[src/rtl/mem_arb_pkg.sv]
// Shared types for the instruction/data memory port arbiter.
package mem_arb_pkg;

    typedef enum logic [1:0] {
        IDLE,
        ISSUE,
        WAIT,
        RESP
    } state_e;

    typedef enum logic {
        GNT_IF,
        GNT_D
    } gnt_e;

    localparam int unsigned DATA_W_DEF = 32;
    localparam int unsigned MASK_W     = DATA_W_DEF / 8;

    function automatic int unsigned mask_width(input int unsigned data_w);
        return data_w / 8;
    endfunction

endpackage

[src/rtl/mem_arb_prio.sv]
// Grant decision between fetch and data ports, with the starvation counter
// that forces a fetch grant after STARVE_MAX back-to-back data wins.
module mem_arb_prio
    import mem_arb_pkg::*;
#(
    parameter int unsigned STARVE_MAX = 4
) (
    input  logic i_clk,
    input  logic i_rst,
    input  logic i_idle,
    input  logic i_if_req,
    input  logic i_d_req,
    output logic o_if_gnt,
    output logic o_d_gnt,
    output gnt_e o_gnt
);

    localparam int unsigned CW = $clog2(STARVE_MAX + 1);

    logic [CW-1:0] starve_cnt_q;
    logic [CW-1:0] starve_cnt_d;
    logic          starved;

    always_comb begin
        starved      = (starve_cnt_q == CW'(STARVE_MAX));
        o_if_gnt     = 1'b0;
        o_d_gnt      = 1'b0;
        starve_cnt_d = starve_cnt_q;

        if (i_idle) begin
            if (i_d_req && !(i_if_req && starved)) begin
                o_d_gnt = 1'b1;
            end else if (i_if_req) begin
                o_if_gnt = 1'b1;
            end
        end

        o_gnt = o_d_gnt ? GNT_D : GNT_IF;

        // Only a data win over a waiting fetch counts toward starvation.
        if (o_if_gnt) begin
            starve_cnt_d = '0;
        end else if (o_d_gnt) begin
            if (!i_if_req) begin
                starve_cnt_d = '0;
            end else if (!starved) begin
                starve_cnt_d = starve_cnt_q + 1'b1;
            end
        end
    end

    always_ff @(posedge i_clk or posedge i_rst) begin
        if (i_rst) begin
            starve_cnt_q <= '0;
        end else begin
            starve_cnt_q <= starve_cnt_d;
        end
    end

endmodule

[src/rtl/mem_port_arbiter.sv]
// Single-outstanding arbiter sharing a fixed-latency unified memory between
// the instruction-fetch and load/store ports of a core.
//
//   state | meaning
//   IDLE  | ready to accept one request from either port
//   ISSUE | memory strobe driven from the latched request
//   WAIT  | MEM_LAT cycles of memory latency; read data captured in the last
//   RESP  | valid pulse to the granted port
module mem_port_arbiter
    import mem_arb_pkg::*;
#(
    parameter int unsigned ADDR_W     = 32,
    parameter int unsigned DATA_W     = 32,
    parameter int unsigned MEM_LAT    = 2,
    parameter int unsigned STARVE_MAX = 4
) (
    input  logic                i_clk,
    input  logic                i_rst,

    input  logic                i_if_req,
    input  logic [ADDR_W-1:0]   i_if_addr,
    output logic                o_if_ready,
    output logic                o_if_valid,
    output logic [DATA_W-1:0]   o_if_rdata,

    input  logic                i_d_req,
    input  logic [ADDR_W-1:0]   i_d_addr,
    input  logic                i_d_wen,
    input  logic [DATA_W-1:0]   i_d_wdata,
    input  logic [DATA_W/8-1:0] i_d_mask,
    output logic                o_d_ready,
    output logic                o_d_valid,
    output logic [DATA_W-1:0]   o_d_rdata,

    output logic                o_mem_req,
    output logic [ADDR_W-1:0]   o_mem_addr,
    output logic                o_mem_wen,
    output logic [DATA_W-1:0]   o_mem_wdata,
    output logic [DATA_W/8-1:0] o_mem_mask,
    input  logic [DATA_W-1:0]   i_mem_rdata
);

    localparam int unsigned MW = mask_width(DATA_W);
    localparam int unsigned LW = (MEM_LAT > 1) ? $clog2(MEM_LAT) : 1;

    state_e          state_q,    state_d;
    gnt_e            gnt_q,      gnt_d;
    logic [ADDR_W-1:0] addr_q,   addr_d;
    logic            wen_q,      wen_d;
    logic [DATA_W-1:0] wdata_q,  wdata_d;
    logic [MW-1:0]   mask_q,     mask_d;
    logic [LW-1:0]   lat_q,      lat_d;
    logic [DATA_W-1:0] if_rdata_q, if_rdata_d;
    logic [DATA_W-1:0] d_rdata_q,  d_rdata_d;

    logic if_gnt;
    logic d_gnt;
    gnt_e gnt;

    mem_arb_prio #(
        .STARVE_MAX (STARVE_MAX)
    ) u_prio (
        .i_clk    (i_clk),
        .i_rst    (i_rst),
        .i_idle   (state_q == IDLE),
        .i_if_req (i_if_req),
        .i_d_req  (i_d_req),
        .o_if_gnt (if_gnt),
        .o_d_gnt  (d_gnt),
        .o_gnt    (gnt)
    );

    always_comb begin
        state_d    = state_q;
        gnt_d      = gnt_q;
        addr_d     = addr_q;
        wen_d      = wen_q;
        wdata_d    = wdata_q;
        mask_d     = mask_q;
        lat_d      = lat_q;
        if_rdata_d = if_rdata_q;
        d_rdata_d  = d_rdata_q;

        case (state_q)
            IDLE: begin
                if (d_gnt) begin
                    state_d = ISSUE;
                    gnt_d   = gnt;
                    addr_d  = i_d_addr;
                    wen_d   = i_d_wen;
                    wdata_d = i_d_wdata;
                    mask_d  = i_d_mask;
                end else if (if_gnt) begin
                    state_d = ISSUE;
                    gnt_d   = gnt;
                    addr_d  = i_if_addr;
                    wen_d   = 1'b0;
                    wdata_d = '0;
                    mask_d  = '1;
                end
            end
            ISSUE: begin
                state_d = WAIT;
                lat_d   = LW'(MEM_LAT - 1);
            end
            WAIT: begin
                if (lat_q == '0) begin
                    state_d = RESP;
                    // Stores report zero data so a stale bus value never leaks out.
                    if (gnt_q == GNT_D) begin
                        d_rdata_d = wen_q ? '0 : i_mem_rdata;
                    end else begin
                        if_rdata_d = i_mem_rdata;
                    end
                end else begin
                    lat_d = lat_q - 1'b1;
                end
            end
            RESP: begin
                state_d = IDLE;
            end
            default: begin
                state_d = IDLE;
            end
        endcase
    end

    always_ff @(posedge i_clk or posedge i_rst) begin
        if (i_rst) begin
            state_q    <= IDLE;
            gnt_q      <= GNT_IF;
            addr_q     <= '0;
            wen_q      <= 1'b0;
            wdata_q    <= '0;
            mask_q     <= '0;
            lat_q      <= '0;
            if_rdata_q <= '0;
            d_rdata_q  <= '0;
        end else begin
            state_q    <= state_d;
            gnt_q      <= gnt_d;
            addr_q     <= addr_d;
            wen_q      <= wen_d;
            wdata_q    <= wdata_d;
            mask_q     <= mask_d;
            lat_q      <= lat_d;
            if_rdata_q <= if_rdata_d;
            d_rdata_q  <= d_rdata_d;
        end
    end

    always_comb begin
        o_if_ready  = if_gnt;
        o_d_ready   = d_gnt;
        o_mem_req   = (state_q == ISSUE);
        o_mem_addr  = o_mem_req ? addr_q  : '0;
        o_mem_wen   = o_mem_req ? wen_q   : 1'b0;
        o_mem_wdata = o_mem_req ? wdata_q : '0;
        o_mem_mask  = o_mem_req ? mask_q  : '0;
        o_if_valid  = (state_q == RESP) && (gnt_q == GNT_IF);
        o_d_valid   = (state_q == RESP) && (gnt_q == GNT_D);
        o_if_rdata  = if_rdata_q;
        o_d_rdata   = d_rdata_q;
    end

endmodule
[config.mk]
export PLATFORM = sky130hd
export DESIGN_NAME = mem_port_arbiter
export DESIGN_NICKNAME = d
export VERILOG_FILES = /design/src/rtl/mem_arb_pkg.sv /design/src/rtl/mem_arb_prio.sv /design/src/rtl/mem_port_arbiter.sv
export SDC_FILE = /design/constraint.sdc
export NUM_CORES = 1
export LEC_CHECK = 0
export ABC_AREA = 0
export BUFFER_PORTS_ARGS = -buffer_cell sky130_fd_sc_hd__buf_2
export CORE_ASPECT_RATIO = 0.6
export CORE_MARGIN = 4
export CORE_UTILIZATION = 40
export CTS_CLUSTER_SIZE = 28
export DETAILED_ROUTE_END_ITERATION = 10
export GPL_TIMING_DRIVEN = 0
export PLACE_DENSITY = 0.74
export SLEW_MARGIN = 0
export SYNTH_ARGS = -nofsm -noshare
export SYNTH_HDL_FRONTEND = slang
export SYNTH_HIERARCHICAL = 1
export SYNTH_SLANG_ARGS = --single-unit
[constraint.sdc]
create_clock -name i_clk -period 10.6 [get_ports i_clk]
set_clock_uncertainty 0.1 [all_clocks]
set_input_delay 2.12 -clock i_clk [delete_from_list [all_inputs] [get_ports i_clk]]
set_output_delay 2.12 -clock i_clk [all_outputs]
set_load 0.005 [all_outputs]
* Yosys cells after proc, flatten, opt, wreduce, memory -nomap -nowiden *
Cells that the tools add are included.

operators by class
  equality and inequality tests = 7
  reduce and logical (&&, ||, !) cells = 13
  multiplexer cells = 31
  bitwise operators = 2
  $add $sub $neg = 2

operators with widths
  cell                                                                    number
  32-bit two-way mux                                                      7
  1-bit two-way mux                                                       12
  3-bit two-way mux                                                       4
  4-bit two-way mux                                                       3
  2-bit case mux with 4 select lines                                      1
  2-bit two-way mux                                                       3
  3-bit != test (second input constant)                                   2
  2-bit AND reduction                                                     3
  3-bit AND reduction                                                     2
  2-bit equality test (second input constant)                             2
  1-bit logical AND                                                       4
  2-bit nonzero test                                                      2
  3-bit by 1-bit adder with 3-bit output (second input constant)          1
  3-bit equality test (second input constant)                             1
  2-bit by 1-bit equality test with 1-bit output (second input constant)  1
  2-bit logical NOT                                                       1
  2-bit != test (second input constant)                                   1
  1-bit NOT                                                               2
  1-bit case mux with 2 select lines                                      1
  1-bit logical NOT                                                       1
  1-bit subtractor (second input constant)                                1

storage, ports and cells
  logic and storage cells = 65
  output and inout bits = 138
  bits in registers = 140
  input port bits = 137

* Logic depth before layout (Yosys ltp) *
  word-level depth = 9
  mapped depth = 10
  gate-level depth less buffers = 7

* Cells and area by module *
Netlist, hierarchy kept.

by module, submodules not included
  module            seq. area each (µm²)  cells each  area each (µm²)  instances
  mem_port_arbiter  3428.3                526         6008.3           1
  mem_arb_prio      75.1                  23          207.7            1

* Least setup slack after synthesis *
Ideal clock, no wire load.

  path kind = input -> output
  start = in i_d_req
  end = out o_d_ready
  buffers on the path = 0
  slack = 5.858 ns
  arrival = 2.522 ns
  stages on the path = 3
  data required time = 8.380 ns
  cells stage by stage = inv_1 > a31oi_2 > and2_1

on the way
  word-level cells in the longest chain between the ends = 3

RTL lines
  item               line                    source
  from (decl)        mem_port_arbiter.sv:26  input logic i_d_req,
  1-bit logical AND  mem_arb_prio.sv:31      if (i_d_req && !(i_if_req && starved)) begin
  1-bit two-way mux  mem_arb_prio.sv:31
  1-bit two-way mux  mem_arb_prio.sv:30      if (i_idle) begin
  to (decl)          mem_port_arbiter.sv:31  output logic o_d_ready,

No other way between the ends.

* Worst setup path after layout *
  start = in i_if_req
  end = out o_if_ready

on the way
  word-level cells in the longest chain between the ends = 5
  elaborated cells on any way between the ends = 6
  classes of those cells = mux: 3; reduce/logical: 3

RTL lines
  item                   line                    source
  from (decl)            mem_port_arbiter.sv:20  input logic i_if_req,
  1-bit logical AND      mem_arb_prio.sv:31
  1-bit logical NOT      mem_arb_prio.sv:31
  1-bit logical AND      mem_arb_prio.sv:31
  1-bit two-way mux (*)  mem_arb_prio.sv:31
  1-bit two-way mux (*)  mem_arb_prio.sv:30
  to (decl)              mem_port_arbiter.sv:22  output logic o_if_ready,

Every way passes the cells marked *; elsewhere a longest branch is shown, timed or not.

==> parameters.txt <==
Parameter                              Value

Outcome
  Run status ... finished, final reports clean

Die
  Starting Density ... 41.9%
  Count of pins on the block boundary ... 275
  Total core area ... around 0.015 mm²
  Total Die Area ... about 0.018 mm²
  Die boundary height ... roughly 100 µm
  Row cnt ... 34
  Horizontal extent of the die ... between 150 and 200 µm

Logic synthesis
  Top cells by instance count after synthesis ... 140 x sky130_fd_sc_hd__dfrtp_1, 72 x sky130_fd_sc_hd__and2_1, 67 x sky130_fd_sc_hd__nand2_1
  Leading post-synthesis cells by cell area ... sky130_fd_sc_hd__dfrtp_1 56%, sky130_fd_sc_hd__and2_1 7.2%, sky130_fd_sc_hd__mux2_2 5.8%, sky130_fd_sc_hd__mux2i_1 5.3%, sky130_fd_sc_hd__o21ai_0 5.1%
  Yosys Warn Count ... 6
  Number of flip-flops and latches in the synthesized netlist ... between 100 and 150
  Syn Nets ... between 600 and 700
  Share of flip-flops with an asynchronous set or reset ... between 90% and 100%
  Yosys top cell by area ... sky130_fd_sc_hd__dfrtp_1
  Cell variety after synth ... 27
  Post-synthesis instance total ... 549
  Sequential fraction of the synthesis area ... between 50 and 60%
  Synthesized area divided by synthesized cell count ... 11.3 µm²
  Most frequent cell after synthesis ... sky130_fd_sc_hd__dfrtp_1
  Most frequently used flop master after synthesis ... sky130_fd_sc_hd__dfrtp_1
  Cell Area, Synth ... 0.00622 mm²
  Area share of the largest cell type after synthesis ... between 50% and 60%
  EDFF count, synth ... 0

Global routing
  Initial antenna violation count ... 1
  Remaining Overflow, GRT ... 0
  Number of global-route vias before repair ... 5114
  Overall track demand over capacity in global routing ... 19.8%
  Pin count of the biggest net entering global routing ... just under 90
  First-pass GRT wire length ... ~28 mm

Clock tree
  TritonCTS Buffers ... 17
  Clk root buf ... sky130_fd_sc_hd__clkbuf_16
  Clock latency on the worst-skew pair ... about 400 ps
  Clock sinks ... between 100 and 150
  CTS tree ... yes
  H-tree levels ... 4
  Largest buffer count on any clock path ... 2
  Number of hold buffers added after cts ... 0
  Clock slew at the register clock pins of the worst setup and hold paths ... 60 ps
  Total setup buffers inserted after CTS ... 0
  CTS-repair resized insts ... 0

Pwr
  Pwr dens ... between 200 and 300 mW/mm²
  Worst vdd ir ... ~110 µV
  Leakage power ... around 4.4 nW

Worst hold path
  Hold Crit Endpoint ... addr_q[29]$_DFFE_PP0P_
  Hold Path Class ... reg -> reg
  Hold Path Stages ... 2
  Hold wc startpoint ... addr_q[29]$_DFFE_PP0P_

Finish
  Layout cells sized above 1 ... between 40% and 50%
  Fill cell instance count of the final layout ... 1318
  Area occupied by registers ... between 0.003 and 0.004 mm²
  Area growth, synth to finish ... 36.4%
  Nets ... between 900 and 1000
  Area of the multi-input gates ... around 0.0025 mm²
  Final Instance Area ... around 0.0085 mm²
  Ant diodes ... 0

Worst setup path
  Endpoint kind of the worst setup timing path ... primary output
  CP Max Fanout ... 5
  Register-to-register path setup slack ... ~8200 ps
  Data arrival time of the critical path ... 2950 ps
  RR Endpoint ... mask_q[3]$_DFFE_PP0P_
  R2r startpoint ... u_prio/starve_cnt_q[0]$_DFFE_PP0P_
  Launching element type of the critical path ... primary input
  Req. time, crit path ... between 8000 and 9000 ps
  Depth of the most critical reg-to-reg path ... 8
  Critical path start-end classification ... in -> out

Detailed routing
  Total DRC errors in the routed layout ... 0
  Vias after detailed routing ... 5068
  First drt pass iteration count ... 4
  Detailed Route Iter0 Violations ... roughly 310
  Vias per cell ... roughly 4.8
  Routed WL per cell ... about 17 µm
  Final Routed Wirelength ... approximately 18 mm
  Number of antenna-violating nets in the routed design ... 0

Timing
  Period minus WS final ... 5170 ps
  Setup repair after global routing missed its margin ... no
  Aggregate negative setup slack ... 0 ps
  Transition time at the pin with the least slew margin ... around 790 ps
  Final hold viol count ... 0
  Maximum frequency from static timing analysis ... slightly below 200 MHz
  Final critical-path share of the clock period ... about 49%
  Relative slew slack ... about 47%
  Max-slew violation count ... 0
  Finish-stage setup viols ... 0

Placement
  Count of port buffers added during placement ... roughly 270
  Final HPWL from detailed placement ... approximately 14 mm
  Weighted congestion reported at the end of routability-driven placement ... 0.815
  DP Area ... ~0.0079 mm²

Run
  Max_cap viols ... 0
worst max-delay path by stage:
stage / end / startpoint / cells after the start
finish: o_if_ready / i_if_req / 4
global route: o_if_ready / i_if_req / 4
CTS: o_if_ready / i_if_req / 4
detailed placement: o_if_ready / i_if_req / 4
global placement: o_if_rdata[5]$_DFFE_PP0P_ / i_rst / 2
floorplan: addr_q[0]$_DFFE_PP0P_ / i_rst / 1
registers in the layout, summed over array words and instances (netlist names):
signal / count
addr_q: 32
state_q: 2
mask_q: 4
gnt_q: 1
lat_q: 1
o_if_rdata: 32
wdata_q: 32
u_prio/starve_cnt_q: 3
o_d_rdata: 32
wen_q: 1
per-layer routing:
metal / vias to the layer above / routed length [µm] / global-route usage (%)
met5: - / 13 / 0
met2: 161 / 7580 / 28.5
met1: 2423 / 8500 / 29.6
met4: 2 / 283 / 6.02
li1: 2458 / - / -
met3: 24 / 1250 / 4.72
kinds of logic (layout without fill, tap and decap cells):
logic type | count (synthesis) | after routing | share of synthesized area (%)
AO/OA/AOI/OAI | 110 | 110 | 11.7
adder cells (fa/ha/maj) | 6 | 6 | 1.21
buffers and inverters | 46 | 353 | 3.72
flip-flops | 140 | 140 | 56.4
multiplexers | 67 | 67 | 11.5
AND/OR/NAND/NOR | 180 | 180 | 15.5
cell usage in the layout (no fill, tap or decap), types with 7 or more instances in the layout:
cell type                     n
sky130_fd_sc_hd__dfrtp_1    140
sky130_fd_sc_hd__mux2_2      32
sky130_fd_sc_hd__and2_1      72
sky130_fd_sc_hd__a22o_1      35
sky130_fd_sc_hd__clkbuf_1    18
sky130_fd_sc_hd__buf_2      288
sky130_fd_sc_hd__o21ai_0     63
sky130_fd_sc_hd__nand2b_1    33
sky130_fd_sc_hd__inv_1        7
sky130_fd_sc_hd__mux2i_1     33
sky130_fd_sc_hd__nand2_1     67
sky130_fd_sc_hd__clkbuf_16   17
critical path, cell delays in order:
cell and delay, ps:
sky130_fd_sc_hd__buf_2 130, sky130_fd_sc_hd__a31oi_2 140, sky130_fd_sc_hd__nor2_1 360, sky130_fd_sc_hd__buf_2 200
cell type report:
cell class	count	share of cell area, %
flip-flops and latches	140	41.3
inverters	8	0.413
well taps	198	2.92
multi-input cells	363	29.3
clock buffers	20	5.27
clock inverters	12	1.92
repair buffers	275	16.5
plain buffers	38	2.38
power breakdown:
| group | total, mW | leakage [nW] | switching, mW | internal, mW |
|---|---|---|---|---|
| combinational | 0.863 | 2.44 | 0.417 | 0.445 |
| clock | 0.613 | 0.280 | 0.233 | 0.379 |
| sequential | 0.941 | 1.71 | 0.141 | 0.799 |
through the flow:
stage / setup WS (ps) / cells / utilization (%) / power, mW / hold WS (ps)
after floorplan: 4710 / 549 / - / 1.43 / 342
after global placement: 3020 / 1021 / 52.8 / 1.80 / 357
after detailed placement: 5450 / 1022 / 53.0 / 1.82 / 362
after CTS: 5450 / 1054 / 57.1 / 2.44 / 375
after global routing: 5360 / 1054 / 57.1 / 2.59 / 389
final: 5430 / 1054 / 57.1 / 2.42 / 371
No activity file was read; power rests on OpenSTA's default activity.
